## config.mk

```make
export PLATFORM = sky130hd
export DESIGN_NAME = line_order_scheduler
export DESIGN_NICKNAME = d
export VERILOG_FILES = /design/src/rtl/sequentializer_pkg.sv /design/src/rtl/center_out_counter.sv /design/src/rtl/line_order_scheduler.sv
export SDC_FILE = /design/constraint.sdc
export NUM_CORES = 1
export LEC_CHECK = 0
export BUFFER_PORTS_ARGS = -buffer_cell sky130_fd_sc_hd__buf_4
export CAP_MARGIN = 15
export CORE_UTILIZATION = 58
export CTS_CLUSTER_DIAMETER = 100
export DETAILED_ROUTE_END_ITERATION = 7
export PLACE_DENSITY = 0.74
export SKIP_LAST_GASP = 1
export SLEW_MARGIN = 15
export SYNTH_ARGS = -nofsm -noshare
export SYNTH_HDL_FRONTEND = slang
export SYNTH_HIERARCHICAL = 1
export SYNTH_SLANG_ARGS = --single-unit
```

## constraint.sdc

```tcl
create_clock -name clk -period 4.53 [get_ports clk]
set_input_delay 0.453 -clock clk [delete_from_list [all_inputs] [get_ports clk]]
set_output_delay 0.453 -clock clk [all_outputs]
set_load 0.005 [all_outputs]
```

## src/rtl/sequentializer_pkg.sv

```systemverilog
// Shared FSM state type and geometry helpers for the center-out line/stripe scheduler.
package sequentializer_pkg;

    typedef enum logic {
        ST_IDLE  = 1'b0,
        ST_ISSUE = 1'b1
    } state_e;

    function automatic int unsigned num_stripes(input int unsigned cols, input int unsigned ppb);
        return cols / ppb;
    endfunction

    function automatic int unsigned center_index(input int unsigned n);
        return n / 2;
    endfunction

endpackage

```

## src/rtl/center_out_counter.sv

```systemverilog
// Walks 0..N-1 center-out in groups of GROUP: lower group ascending, then upper group ascending.
module center_out_counter
    import sequentializer_pkg::*;
#(
    parameter int unsigned N     = 104,
    parameter int unsigned GROUP = 4
) (
    input  logic                 clk,
    input  logic                 rst_n,
    input  logic                 step,
    input  logic                 clear,
    output logic [$clog2(N)-1:0] index,
    output logic                 last
);

    localparam int unsigned IW    = $clog2(N);
    localparam int unsigned C     = center_index(N);
    localparam int unsigned NPAIR = N / (2 * GROUP);
    localparam int unsigned KW    = (NPAIR > 1) ? $clog2(NPAIR) : 1;
    localparam int unsigned OW    = (GROUP > 1) ? $clog2(GROUP) : 1;

    logic [KW-1:0] k_q, k_d;
    logic          half_q, half_d;
    logic [OW-1:0] off_q, off_d;
    logic [IW-1:0] lo_q, lo_d;
    logic [IW-1:0] hi_q, hi_d;
    logic [IW-1:0] index_q, index_d;
    logic          last_q, last_d;

    // Group bases move by GROUP per pair so no multiply is needed.
    always_comb begin
        k_d    = k_q;
        half_d = half_q;
        off_d  = off_q;
        lo_d   = lo_q;
        hi_d   = hi_q;
        if (clear) begin
            k_d    = '0;
            half_d = 1'b0;
            off_d  = '0;
            lo_d   = IW'(C - GROUP);
            hi_d   = IW'(C);
        end else if (step) begin
            if (off_q == OW'(GROUP - 1)) begin
                off_d  = '0;
                half_d = !half_q;
                if (half_q) begin
                    if (k_q == KW'(NPAIR - 1)) begin
                        k_d  = '0;
                        lo_d = IW'(C - GROUP);
                        hi_d = IW'(C);
                    end else begin
                        k_d  = k_q + 1'b1;
                        lo_d = lo_q - IW'(GROUP);
                        hi_d = hi_q + IW'(GROUP);
                    end
                end
            end else begin
                off_d = off_q + 1'b1;
            end
        end
        index_d = (half_d ? hi_d : lo_d) + IW'(off_d);
        last_d  = half_d && (k_d == KW'(NPAIR - 1)) && (off_d == OW'(GROUP - 1));
    end

    always_ff @(posedge clk or negedge rst_n) begin
        if (!rst_n) begin
            k_q     <= '0;
            half_q  <= 1'b0;
            off_q   <= '0;
            lo_q    <= '0;
            hi_q    <= '0;
            index_q <= '0;
            last_q  <= 1'b0;
        end else begin
            k_q     <= k_d;
            half_q  <= half_d;
            off_q   <= off_d;
            lo_q    <= lo_d;
            hi_q    <= hi_d;
            index_q <= index_d;
            last_q  <= last_d;
        end
    end

    assign index = index_q;
    assign last  = last_q;

endmodule

```

## src/rtl/line_order_scheduler.sv

```systemverilog
// Issues one (row, stripe) burst command per handshake, lines and stripes both center-out.
module line_order_scheduler
    import sequentializer_pkg::*;
#(
    parameter int unsigned IN_ROWS          = 104,
    parameter int unsigned IN_COLS          = 416,
    parameter int unsigned PIXELS_PER_BURST = 16,
    parameter int unsigned LINE_GROUP       = 4
) (
    input  logic                                          clk,
    input  logic                                          s_axis_resetn,
    input  logic                                          frame_start,
    output logic                                          m_cmd_tvalid,
    input  logic                                          m_cmd_tready,
    output logic [$clog2(IN_ROWS)-1:0]                    m_cmd_row,
    output logic [$clog2(IN_COLS/PIXELS_PER_BURST)-1:0]   m_cmd_stripe,
    output logic                                          m_cmd_last_line,
    output logic                                          m_cmd_last_frame,
    output logic                                          busy,
    output logic                                          frame_done,
    output logic                                          overrun
);

    localparam int unsigned NUM_STRIPES = num_stripes(IN_COLS, PIXELS_PER_BURST);

    state_e state_q, state_d;
    logic   valid_q, valid_d;
    logic   busy_q, busy_d;
    logic   done_q, done_d;
    logic   overrun_q, overrun_d;

    logic hs, last_hs;
    logic ctr_clear, stripe_step, line_step;
    logic stripe_last, line_last;

    assign hs      = valid_q & m_cmd_tready;
    assign last_hs = hs & stripe_last & line_last;

    // frame_start always restarts; coincident with the last handshake it is a clean new frame.
    always_comb begin
        state_d     = state_q;
        done_d      = 1'b0;
        overrun_d   = 1'b0;
        ctr_clear   = 1'b0;
        stripe_step = 1'b0;
        line_step   = 1'b0;
        case (state_q)
            ST_IDLE: begin
                if (frame_start) begin
                    state_d   = ST_ISSUE;
                    ctr_clear = 1'b1;
                end
            end
            ST_ISSUE: begin
                done_d = last_hs;
                if (frame_start) begin
                    ctr_clear = 1'b1;
                    overrun_d = !last_hs;
                end else if (hs) begin
                    stripe_step = 1'b1;
                    line_step   = stripe_last;
                    if (last_hs) begin
                        state_d = ST_IDLE;
                    end
                end
            end
            default: state_d = ST_IDLE;
        endcase
        valid_d = (state_d == ST_ISSUE);
        busy_d  = (state_d == ST_ISSUE);
    end

    always_ff @(posedge clk or negedge s_axis_resetn) begin
        if (!s_axis_resetn) begin
            state_q   <= ST_IDLE;
            valid_q   <= 1'b0;
            busy_q    <= 1'b0;
            done_q    <= 1'b0;
            overrun_q <= 1'b0;
        end else begin
            state_q   <= state_d;
            valid_q   <= valid_d;
            busy_q    <= busy_d;
            done_q    <= done_d;
            overrun_q <= overrun_d;
        end
    end

    center_out_counter #(
        .N     (NUM_STRIPES),
        .GROUP (1)
    ) u_stripe_ctr (
        .clk   (clk),
        .rst_n (s_axis_resetn),
        .step  (stripe_step),
        .clear (ctr_clear),
        .index (m_cmd_stripe),
        .last  (stripe_last)
    );

    center_out_counter #(
        .N     (IN_ROWS),
        .GROUP (LINE_GROUP)
    ) u_line_ctr (
        .clk   (clk),
        .rst_n (s_axis_resetn),
        .step  (line_step),
        .clear (ctr_clear),
        .index (m_cmd_row),
        .last  (line_last)
    );

    assign m_cmd_tvalid     = valid_q;
    assign busy             = busy_q;
    assign frame_done       = done_q;
    assign overrun          = overrun_q;
    assign m_cmd_last_line  = stripe_last;
    assign m_cmd_last_frame = stripe_last & line_last;

endmodule

```

### After elaboration in Yosys (flattened, before gate mapping)

Cells that the tools add are included.

| storage, ports and cells | value |
|---|---|
| bits in registers | 54 |
| bits of input ports | 4 |
| output and inout port bits | 18 |
| logic and storage cells | 104 |

| cells by class | value |
|---|---|
| add/sub/neg operators | 10 |
| eq/ne operators | 6 |
| muxes and demuxes | 58 |
| bitwise operators | 6 |
| reductions and logical operators | 7 |

Operator list:

| kind | count |
|---|---|
| two-way mux 7 bit | 11 |
| two-way mux 5 bit | 11 |
| two-way mux 4 bit | 10 |
| two-way mux 1 bit | 22 |
| equality test 4 bit (second input constant) | 4 |
| adder 4 x 1 -> 4 bit (second input constant) | 2 |
| adder 7 x 2 -> 7 bit | 1 |
| adder 7 x 3 -> 7 bit (second input constant) | 1 |
| subtractor 7 x 3 -> 7 bit (second input constant) | 1 |
| two-way mux 2 bit | 3 |
| adder 5 x 1 -> 5 bit | 1 |
| adder 5 x 1 -> 5 bit (second input constant) | 1 |
| subtractor 5 x 1 -> 5 bit (second input constant) | 1 |
| bitwise AND 1 bit | 4 |
| equality test 2 bit (second input constant) | 2 |
| logical AND 1 bit | 4 |
| logical NOT 1 bit | 3 |
| adder 2 x 1 -> 2 bit (second input constant) | 1 |
| NOT 1 bit | 2 |
| one-hot mux 1 bit (2 select lines) | 1 |
| adder 1 bit (second input constant) | 1 |

### Logic depth before layout (Yosys ltp)

Gate-level depths: netlist (run 1).

| depth | value |
|---|---|
| word-level depth | 9 |
| mapped depth | 14 |
| gate-level depth less buffers | 13 |

### By module

Netlist (run 1), hierarchy kept.

By module, submodules not included:

| module | times used | cells an instance | area an instance (sq um) | seq. area each (sq um) |
|---|---|---|---|---|
| center_out_counter at u_line_ctr | 1 | 152 | 1520.2 | 725.7 |
| center_out_counter at u_stripe_ctr | 1 | 125 | 1194.9 | 550.5 |
| line_order_scheduler | 1 | 12 | 136.4 | 75.1 |

### Least setup slack after synthesis (run 1)

No wires, ideal clock.

| path | value |
|---|---|
| path type | input port to flip-flop |
| from | in m_cmd_tready |
| to | reg u_line_ctr.index_q[6] (netlist: u_line_ctr/index[6]) |
| library setup time | 0.079 ns |
| arrival | 2.715 ns |
| required time | 4.451 ns |
| setup slack | 1.736 ns |
| stages on the path | 12 |
| buffers on the path | 1 |
| cell sequence | nand2_1 nor3b_2 buf_2 nand3b_1 a21oi_2 mux2_2 ha_1 fa_1 inv_1 nor3_1 nand3b_1 xor2_1 |

| on the way | value |
|---|---|
| word-level cells in the longest chain between the ends | 8 |
| elaborated cells on any way between the ends | 14 |
| those cells by class | add/sub (1); mux (12); bitwise (1) |

Ends and longest elaborated chain:

| item | line | text |
|---|---|---|
| from (decl) | line_order_scheduler.sv:14 | `input logic m_cmd_tready,` |
| bitwise AND 1 bit | line_order_scheduler.sv:36 | `assign hs = valid_q & m_cmd_tready;` |
| two-way mux 1 bit | line_order_scheduler.sv:59 | `end else if (hs) begin` |
| two-way mux 1 bit | line_order_scheduler.sv:56 | `if (frame_start) begin` |
| two-way mux 1 bit | line_order_scheduler.sv:47 | `case (state_q)` |
| net line_step | line_order_scheduler.sv:33 | `logic ctr_clear, stripe_step, line_step;` |
| two-way mux 1 bit | center_out_counter.sv:43 | `end else if (step) begin` |
| two-way mux 1 bit | center_out_counter.sv:37 | `if (clear) begin` |
| net u_line_ctr.half_d | center_out_counter.sv:23 | `logic half_q, half_d;` |
| two-way mux 7 bit | center_out_counter.sv:62 | `index_d = (half_d ? hi_d : lo_d) + IW'(off_d);` |
| adder 7 x 2 -> 7 bit | center_out_counter.sv:62 |  |
| net u_line_ctr.index_d[6] | center_out_counter.sv:27 | `logic [IW-1:0] index_q, index_d;` |
| to (signal assigned) | center_out_counter.sv:81 | `index_q <= index_d;` |
| to (decl) | center_out_counter.sv:27 |  |

The timed path passes the listed nets, and every way through them passes these cells.

==> impl_metrics.tcl, run 1 <==
set metrics [dict create \
    slew_headroom 0.5687 \
    remaining_drc_errors 0 \
    yosys.area_share.simple 0.2172 \
    synthAdderAreaFrac 0.06406 \
    r2r_setup_slack_ns 1.38 \
    grt_pass1_wl_um 9335 \
    setup_violations 0 \
    n_antenna_cell 0 \
    finalHoldViolCount 0 \
    setup_tns_ns 0 \
    grt_pass1_vias 1997 \
    cts.sinks 54 \
    drt-total-wl_um 5596 \
    place_ws_ns 1.137 \
    dpl.hpwl_um 3980 \
    track_usage 0.2347 \
    vdd_drop_max_uv 157.5 \
    cts_tree "built" \
    route.vias.total 2155 \
    synthXorXnorAreaFrac 0.06450 \
    worstSkewPairLatency_ns 0.30 \
    antenna_found_initial 0 \
    layout.nets 326 \
    grt_start_max_net_pins 55 \
    row_count 25 \
    start_util 0.6037 \
    synth_top_area_frac 0.4739 \
    timing.final.max_slew_violations 0 \
    critPathBufInv 2 \
    arrival_ns 3.38 \
    hold_ws_ns 0.1785 \
    post-route-min-period_ns 3.148 \
    critical_path_required_ns 4.76 \
    yosys.cell_types.count 53 \
    path_clk_slew_ns 0.09 \
    drtIter0Drc 131 \
    ctsHoldBuffers 0 \
    synth_top_family_by_area "simple AND/OR/NAND/NOR gates" \
    yosysWarnings 6 \
    vias_per_cell 5.762 \
    clock_skew_ns 0.005507 \
    async_reset_ff_frac 1.000 \
    post-place-cells 368 \
    yosysTopAreaCell "dfrtp_1" \
    ys_ff_latch 54 \
    slowest_stage "dfrtp_1" \
    syn_area_per_cell_um2 9.867 \
    ios 22 \
    synth_area_mm2 0.002851 \
    synthFlopType "dfrtp_1" \
    routabilityCongestion 0.8667 \
    ant_nets 0 \
    clock_path_buffers 2 \
    syn_nets 307 \
    wl_per_cell_um 14.96 \
    dieArea_mm2 0.005201 \
    final_cells 374 \
    leakagePower_nw 1.322 \
    cts_buffers 5 \
    synth-edff-count 0 \
    cp_slowest_stage_delay_ns 0.43 \
    root_buffer "clkbuf_8" \
    numPortBuffers 21 \
    path_cells "nand2_1 -> nor3b_2 -> buf_4 -> and3_1 -> a21oi_1 -> and2_1 -> mux2_2 -> ha_1 -> fa_1 -> inv_1 -> nor3_1 -> nand3b_1 -> xor2_1" \
    cts.repair.resized 0 \
    status "finished, final reports clean" \
    synth-compound-area-share 0.1136 \
    firstDrtPassIters 4 \
    cap_violations 0 \
    die_width_um 72.12 \
    core_area_mm2 0.004723 \
    cp.depth 13 \
    hp-class "in -> async" \
    critical_path_class "reg -> reg" \
    gr-total-overflow 0 \
    total_power_mw 0.8110 \
    cts-htree-levels 2 \
    area_growth_pct 10.00 \
    start_kind "flip-flop" \
    synth_mux_area_frac 0.03335 \
    syn_inst 289 \
    power_density_mw_per_mm2 258.5 \
    fin_crit_sh 0.6948 \
    synth-seq-area-share 0.4739 \
    crit_fanout 14 \
    ff2ff_path_depth 13 \
    cts_setup_buffers 0 \
    die_h_um 72.12 \
    cp-end-kind "flip-flop" \
    cpLargestDelayFamily "simple AND/OR/NAND/NOR gates" \
    drive_above_1_share 0.1466 \
    fmax_mhz 317.7 \
    tightest_slew_ns 0.6469 \
    yosys-top-cells-area "dfrtp_1, ha_1, nor2_1" \
    fin_ws_ns 1.382 \
    grt_setup_unrepaired "no" \
]
## power by group
part	internal [mW]	switching (mW)	total, mW
combinational	0.0193	0.0360	0.0552
clock	0.118	0.144	0.262
sequential	0.488	0.00537	0.494
total	0.626	0.185	0.811
## cells in the final DEF, fill, tap and decap left out, types with 5 or more instances in the layout
master	instances
a21oi_1	21
and3_1	8
buf_4	23
clkbuf_8	6
dfrtp_1	54
ha_1	13
inv_1	11
mux2i_1	5
nand2_1	22
nand3_1	7
nand4_1	7
nor2_1	38
nor3_1	7
o21ai_0	7
xnor2_1	11
xor2_1	10
## metrics by stage
| stage | cell area [um^2] | util |
|---|---|---|
| global placement | 3054 | 0.6466 |
| CTS | 3137 | 0.6641 |
| detailed placement | 3054 | 0.6466 |
| floorplan | 2851 | - |
| finish | 3137 | 0.6641 |
| global route | 3137 | 0.6641 |
## logic make-up (layout without fill, tap and decap cells)
logic type / count (synthesis) / count (layout)
simple gates: 119 / 119
mux: 9 / 9
xor+xnor: 21 / 21
buf+inv: 22 / 40
compound gates: 50 / 50
flops: 54 / 54
fa+ha+maj: 14 / 14
## worst register-to-register path, stage by stage, from the launching register on
cell	delay, ns
dfrtp_1	0.43
nand2_1	0.11
nor3b_2	0.19
buf_4	0.22
and3_1	0.36
a21oi_1	0.26
and2_1	0.24
mux2_2	0.26
ha_1	0.21
fa_1	0.41
inv_1	0.07
nor3_1	0.07
nand3b_1	0.11
xor2_1	0.14
## cells in the mapped netlist, types with 2 or more instances
cell      count
dfrtp_1      54
nor2_1       38
nand2_1      22
a21oi_1      21
ha_1         13
inv_1        11
xnor2_1      11
xor2_1       10
and3_1        8
nand3_1       7
nand4_1       7
nor3_1        7
o21ai_0       7
clkbuf_1      5
mux2i_1       5
and2_1        4
buf_2         4
mux2_2        4
or3_1         4
a211oi_1      3
nand2b_1      3
nand4b_1      3
a21o_1        2
a21oi_2       2
a22oi_1       2
a32oi_1       2
buf_4         2
nand3b_1      2
nor2b_1       2
## layer usage
layer | global-route usage | up-vias | part of all wire
met2 | 0.3344 | 59 | 0.43
met3 | 0.05139 | 6 | 0.064
met4 | 0.08932 | 0 | 0.013
met5 | 0 | - | 0
met1 | 0.3501 | 1051 | 0.49
li1 | - | 1039 | -
## flip-flops by register name, summed over array words and instances (netlist names), 2 cells and up
register and flops:
u_stripe_ctr/lo_q 5, u_line_ctr/hi_q 7, u_line_ctr/k_q 4, u_line_ctr/lo_q 7, u_stripe_ctr/hi_q 5, u_line_ctr/index 7, u_line_ctr/off_q 2, u_stripe_ctr/index 5
u_stripe_ctr/k_q 4
## final timing paths
kind | start | endpoint
worst max-delay path | busy | u_line_ctr/index[6]
worst min-delay path | s_axis_resetn | u_line_ctr/lo_q[1]
worst max register to register | busy | u_line_ctr/index[6]
worst min register to register | u_line_ctr/hi_q[1] | u_line_ctr/hi_q[1]
max in group asynchronous | s_axis_resetn | u_line_ctr/hi_q[2]
min in group clk | m_cmd_tready | frame_done
## cell type report
class                      instances  area [um^2]
inverter                          11        41.29
fill                             383         1587
clock buffer                       6        82.58
sequential                        54         1351
timing repair buffer              23        172.7
tap                               67        83.83
multi-input combinational        213         1405
(Power assumes the default switching activity.)
==> run 2, diff against run 1 <==
Settings changed: CORE_UTILIZATION 58 to 54, PLACE_DENSITY 0.74 to 0.73.
Clock period 4.53 ns to 2.7 ns, I/O delays scaled along.
==> run 2 against run 1 <==
Against the previous run:
- the flow now finishes with violations (hold timing)
- worst hold slack got worse by 0.19 ns
- final area up 6.2%
- flip-flop and latch count stayed put
- global-route usage is 0.12 points higher
- combinational power increased by 83%
- non-clock buffer count is 15 higher
- final cell count is 5.3% higher
- critical path type unchanged
==> impl_metrics.tcl, run 2 (synthesis results as in run 1) <==
set metrics [dict create \
    critPathBufInv 2 \
    vias_per_cell 5.492 \
    final_cell_mix "dfrtp_1, nor2_1, buf_4" \
    total_power_mw 1.583 \
    arrival_ns 2.82 \
    setup_tns_ns 0 \
    violations "hold timing" \
    routabilityCongestion 0.8127 \
    hp-class "in -> async" \
    regArea_mm2 0.001351 \
    firstDrtPassIters 4 \
    timing.final.max_slew_violations 0 \
    root_buffer "clkbuf_8" \
    numPortBuffers 21 \
    cts.sinks 54 \
    grt_setup_unrepaired "yes" \
    cts-htree-levels 2 \
    fillCellCount 405 \
    grt_pass1_wl_um 9936 \
    slew_headroom 0.5499 \
    cts_tree "built" \
    antenna_found_initial 0 \
    critical_path_class "reg -> reg" \
    tightest_slew_ns 0.6751 \
    layout_commonest_cell "dfrtp_1" \
    status "finished with violations" \
    start_util 0.5583 \
    clock_path_buffers 2 \
    path_clk_slew_ns 0.09 \
    grt_start_max_net_pins 55 \
    cts.repair.resized 0 \
    ctsHoldBuffers 0 \
    path_cells "nor3b_2 -> buf_4 -> a21bo_2 -> a21oi_4 -> mux2_2 -> ha_1 -> fa_1 -> inv_1 -> nor3_2 -> nand3b_1 -> xor2_1" \
    grt_pass1_vias 2182 \
    gr-total-overflow 0 \
    final_util 0.6521 \
    remaining_drc_errors 0 \
    track_usage 0.2359 \
    multi_input_area_mm2 0.001423 \
    cp-end-kind "flip-flop" \
    finalHoldViolCount 4 \
    cts_buffers 5 \
    post-route-min-period_ns 2.590 \
    fmax_mhz 386.1 \
    critical_path_required_ns 2.93 \
    area_growth_pct 16.81 \
    power_density_mw_per_mm2 475.4 \
    worstSkewPairLatency_ns 0.31 \
    drive_above_1_share 0.2006 \
    setup_violations 0 \
    slowest_stage "dfrtp_1" \
    die_h_um 74.67 \
    ant_nets 0 \
    cp_slowest_stage_delay_ns 0.41 \
    n_antenna_cell 0 \
    crit_fanout 6 \
    drtIter0Drc 149 \
    wl_per_cell_um 15.20 \
    cap_violations 0 \
    cpLargestDelayFamily "adder cells" \
    hold_ws_ns -0.009026 \
    leakagePower_nw 1.425 \
    route.vias.total 2164 \
    ios 22 \
    dpl.hpwl_um 4267 \
    drt-total-wl_um 5987 \
    row_count 26 \
    dieArea_mm2 0.005575 \
    fin_crit_sh 0.9592 \
    start_kind "flip-flop" \
    core_area_mm2 0.005107 \
    clock_skew_ns 0.004382 \
    layout.nets 341 \
    vdd_drop_max_uv 323.5 \
    cts_setup_buffers 0 \
    die_width_um 74.67 \
]
-- run 2: report_power, final --
part           internal, mW  switching [mW]  leakage [nW]
registers             0.819         0.00845         0.673
clock network         0.395           0.260        0.0714
logic                0.0369          0.0640         0.681
total                  1.25           0.332          1.43
-- run 2: path summary, 6_finish.rpt --
| path | start | slack, ns | endpoint | depth (start not counted) |
|---|---|---|---|---|
| setup / recovery | u_stripe_ctr/last | 0.11 | u_line_ctr/index[6] | 11 |
| hold / removal | s_axis_resetn | -0.009 | u_stripe_ctr/k_q[2] | 1 |
| setup reg to reg | u_stripe_ctr/last | 0.11 | u_line_ctr/index[6] | 11 |
| hold reg to reg | u_line_ctr/lo_q[0] | 0.49 | u_line_ctr/lo_q[0] | 1 |
| max in group asynchronous | s_axis_resetn | 2.26 | u_line_ctr/k_q[3] | 1 |
| min in group clk | frame_start | 0.18 | busy | 2 |
-- run 2: worst reg2reg max path, delay by kind of cell (launching register included) --
kind	cells	cell delay (ns)
AND/OR/NAND/NOR	3	0.36
adder cells (fa/ha/maj)	2	0.61
AO/OA/AOI/OAI	2	0.38
multiplexers	1	0.35
flip-flops	1	0.41
XOR/XNOR	1	0.16
buffers and inverters	2	0.25
-- run 2: per-stage QoR --
step           worst slack, ns  instance area, um^2  cells
2_1_floorplan          0.01537                 2865    289
3_3_place_gp            0.1640                 3182    386
3_5_place_dp            0.1139                 3182    386
4_1_cts                 0.1042                 3324    394
5_1_grt               -0.04132                 3331    394
6_report                0.1103                 3331    394
-- run 2: area by class of cell --
type / count / area share
tap: 70 / 0.02630
timing repair buffer: 38 / 0.08565
inverter: 11 / 0.01240
multi-input combinational: 213 / 0.4271
clock inverter: 2 / 0.01803
clock buffer: 6 / 0.02479
sequential: 54 / 0.4057
-- run 2: per-layer routing --
layer,vias to the layer above,part of all wire,GRT usage
li1,1068,-,-
met3,11,0.024,0.04418
met4,0,0.019,0.07966
met2,27,0.51,0.4144
met1,1058,0.45,0.2926
met5,-,0,0
==> run 3, diff against run 2 <==
==> constraint.sdc (replaced) <==
create_clock -name clk -period 2.7 [get_ports clk]
set_input_delay 0.27 -clock clk [delete_from_list [all_inputs] [get_ports clk]]
set_output_delay 0.27 -clock clk [all_outputs]
set_load 0.05 [all_outputs]
==> run 3 against run 2 <==
Against the previous run:
- via count is 3.5% higher
- utilization is 2.4 points higher
- total power is 2.0% higher
- the flow still finishes with violations (hold timing)
- critical path depth stayed put
- wire length is 2.2% higher
- fmax is 2.3% lower
- global-route usage is 0.19 points higher
- final cell count is 2.0% higher
==> impl_metrics.tcl, run 3 (synthesis results as in run 1) <==
set metrics [dict create \
    clock_skew_ns 0.007014 \
    numPortBuffers 21 \
    fin_crit_sh 0.9818 \
    cts.sinks 54 \
    post-route-min-period_ns 2.651 \
    regArea_mm2 0.001354 \
    status "finished with violations" \
    area_growth_pct 21.11 \
    grt_start_max_net_pins 55 \
    r2r_start "busy" \
    slowest_stage "dfrtp_2" \
    slew_headroom 0.5596 \
    drt-total-wl_um 6116 \
    finalHoldViolCount 20 \
    remaining_drc_errors 0 \
    wl_per_cell_um 15.21 \
    grt_pass1_vias 2057 \
    hp-class "in -> async" \
    worstSkewPairLatency_ns 0.31 \
    critPathBufInv 0 \
    layout.nets 349 \
    dpl.hpwl_um 4218 \
    place_area_mm2 0.003198 \
    layout_commonest_cell "dfrtp_1" \
    place_ws_ns 0.1204 \
    track_usage 0.2378 \
    drive_above_1_share 0.2500 \
    die_h_um 74.67 \
    violations "hold timing" \
    arrival_ns 2.89 \
    path_clk_slew_ns 0.10 \
    setup_violations 0 \
    firstDrtPassIters 4 \
    route.vias.total 2239 \
    tightest_slew_ns 0.6606 \
    fin_area_mm2 0.003453 \
    clock_path_buffers 2 \
    gr-total-overflow 0 \
    start_util 0.5583 \
    crit_fanout 5 \
    cts_tree "built" \
    antenna_found_initial 0 \
    drtIter0Drc 157 \
    cap_violations 0 \
    final_cell_mix "dfrtp_1, buf_4, nor2_1" \
    ctsHoldBuffers 0 \
    fmax_mhz 377.2 \
    ant_nets 0 \
    die_width_um 74.67 \
    power_density_mw_per_mm2 467.8 \
    path_cells "nand2_4 -> nor3b_4 -> and3_4 -> a21oi_4 -> and2_4 -> mux2_4 -> ha_4 -> a21oi_2 -> or2_1 -> nor4_2 -> xor2_1" \
    fillCellCount 408 \
    cts_buffers 5 \
    hold_ws_ns -0.01544 \
    r2r_setup_slack_ns 0.05 \
    dieArea_mm2 0.005575 \
    grt_setup_unrepaired "yes" \
    core_area_mm2 0.005107 \
    row_count 26 \
    cp_slowest_stage_delay_ns 0.43 \
    cts-htree-levels 2 \
    reg2reg_to "u_line_ctr/index[5]" \
    start_kind "flip-flop" \
    ios 22 \
    multi_input_area_mm2 0.001479 \
    grt_pass1_wl_um 9860 \
    leakagePower_nw 1.466 \
    cp-end-kind "flip-flop" \
    critical_path_class "reg -> reg" \
    root_buffer "clkbuf_8" \
    cpLargestDelayFamily "simple AND/OR/NAND/NOR gates" \
    fin_ws_ns 0.04912 \
    vias_per_cell 5.570 \
    vdd_drop_max_uv 289.8 \
    ff2ff_path_depth 11 \
    timing.final.max_slew_violations 0 \
    routabilityCongestion 0.9131 \
    n_antenna_cell 0 \
    critical_path_required_ns 2.94 \
]
-- run 3: cell count changes in the layout (fill, tap and decap cells not counted), moves of 2 or more --
| cell | before | now |
|---|---|---|
| dfrtp_1 | 54 | 52 |
| nor2_2 | 0 | 2 |
| dfrtp_2 | 0 | 2 |
| nor2_1 | 38 | 36 |
| buf_4 | 38 | 45 |
-- run 3: worst max path at each step --
stage / start / end / slack (ns) / cells after the start
global route: busy / u_line_ctr/index[5] / -0.12 / 11
finish: busy / u_line_ctr/index[5] / 0.05 / 11
CTS: u_line_ctr/k_q[0] / u_line_ctr/index[6] / 0.08 / 12
detailed placement: u_line_ctr/k_q[0] / u_line_ctr/index[6] / 0.12 / 12
global placement: u_line_ctr/k_q[0] / u_line_ctr/index[6] / 0.14 / 12
floorplan: busy / u_line_ctr/index[5] / -0.03 / 11
-- run 3: power breakdown --
part           internal (mW)  total, mW  switching, mW
logic                 0.0403      0.124         0.0840
clock network          0.395      0.663          0.267
registers              0.819      0.829        0.00935
total                   1.25       1.62          0.361
-- run 3: per-stage QoR --
stage	hold slack (ns)	power (mW)	instances	TNS (ns)	util
finish	-0.01544	1.615	402	0	0.6761
global route	0.04412	1.676	402	-0.1841	0.6761
CTS	0.002578	1.631	394	0	0.6541
detailed placement	0.3534	0.9674	386	0	0.6262
global placement	0.3476	0.9659	386	0	0.6262
floorplan	-0.02559	0.9150	289	-0.04333	-
-- run 3: worst reg2reg max path, cell delays in order (launching register included) --
cell	delay [ns]
dfrtp_2	0.43
nand2_4	0.07
nor3b_4	0.30
and3_4	0.26
a21oi_4	0.07
and2_4	0.15
mux2_4	0.29
ha_4	0.26
a21oi_2	0.04
or2_1	0.25
nor4_2	0.28
xor2_1	0.18
-- run 3: per-layer routing --
layer | routed length [um] | track usage | vias up
li1 | - | - | 1084
met1 | 2947 | 0.3563 | 1091
met2 | 2843 | 0.3544 | 56
met3 | 224 | 0.04418 | 8
met4 | 99 | 0.06918 | 0
met5 | 0 | 0 | -
-- run 3: area by class of cell --
class / count / area share
Clock buffer: 6 / 0.02391
Clock inverter: 2 / 0.01739
Inverter: 11 / 0.01196
Multi-Input combinational cell: 213 / 0.4283
Sequential cell: 54 / 0.3920
Tap cell: 70 / 0.02536
Timing Repair Buffer: 46 / 0.1011
-- run 3: repair_timing --
item                       in CTS  in global routing
gates resized for setup         0                 11
setup endpoints to repair       0                  3
setup buffers                   0                  8
hold endpoints to repair        0                  0
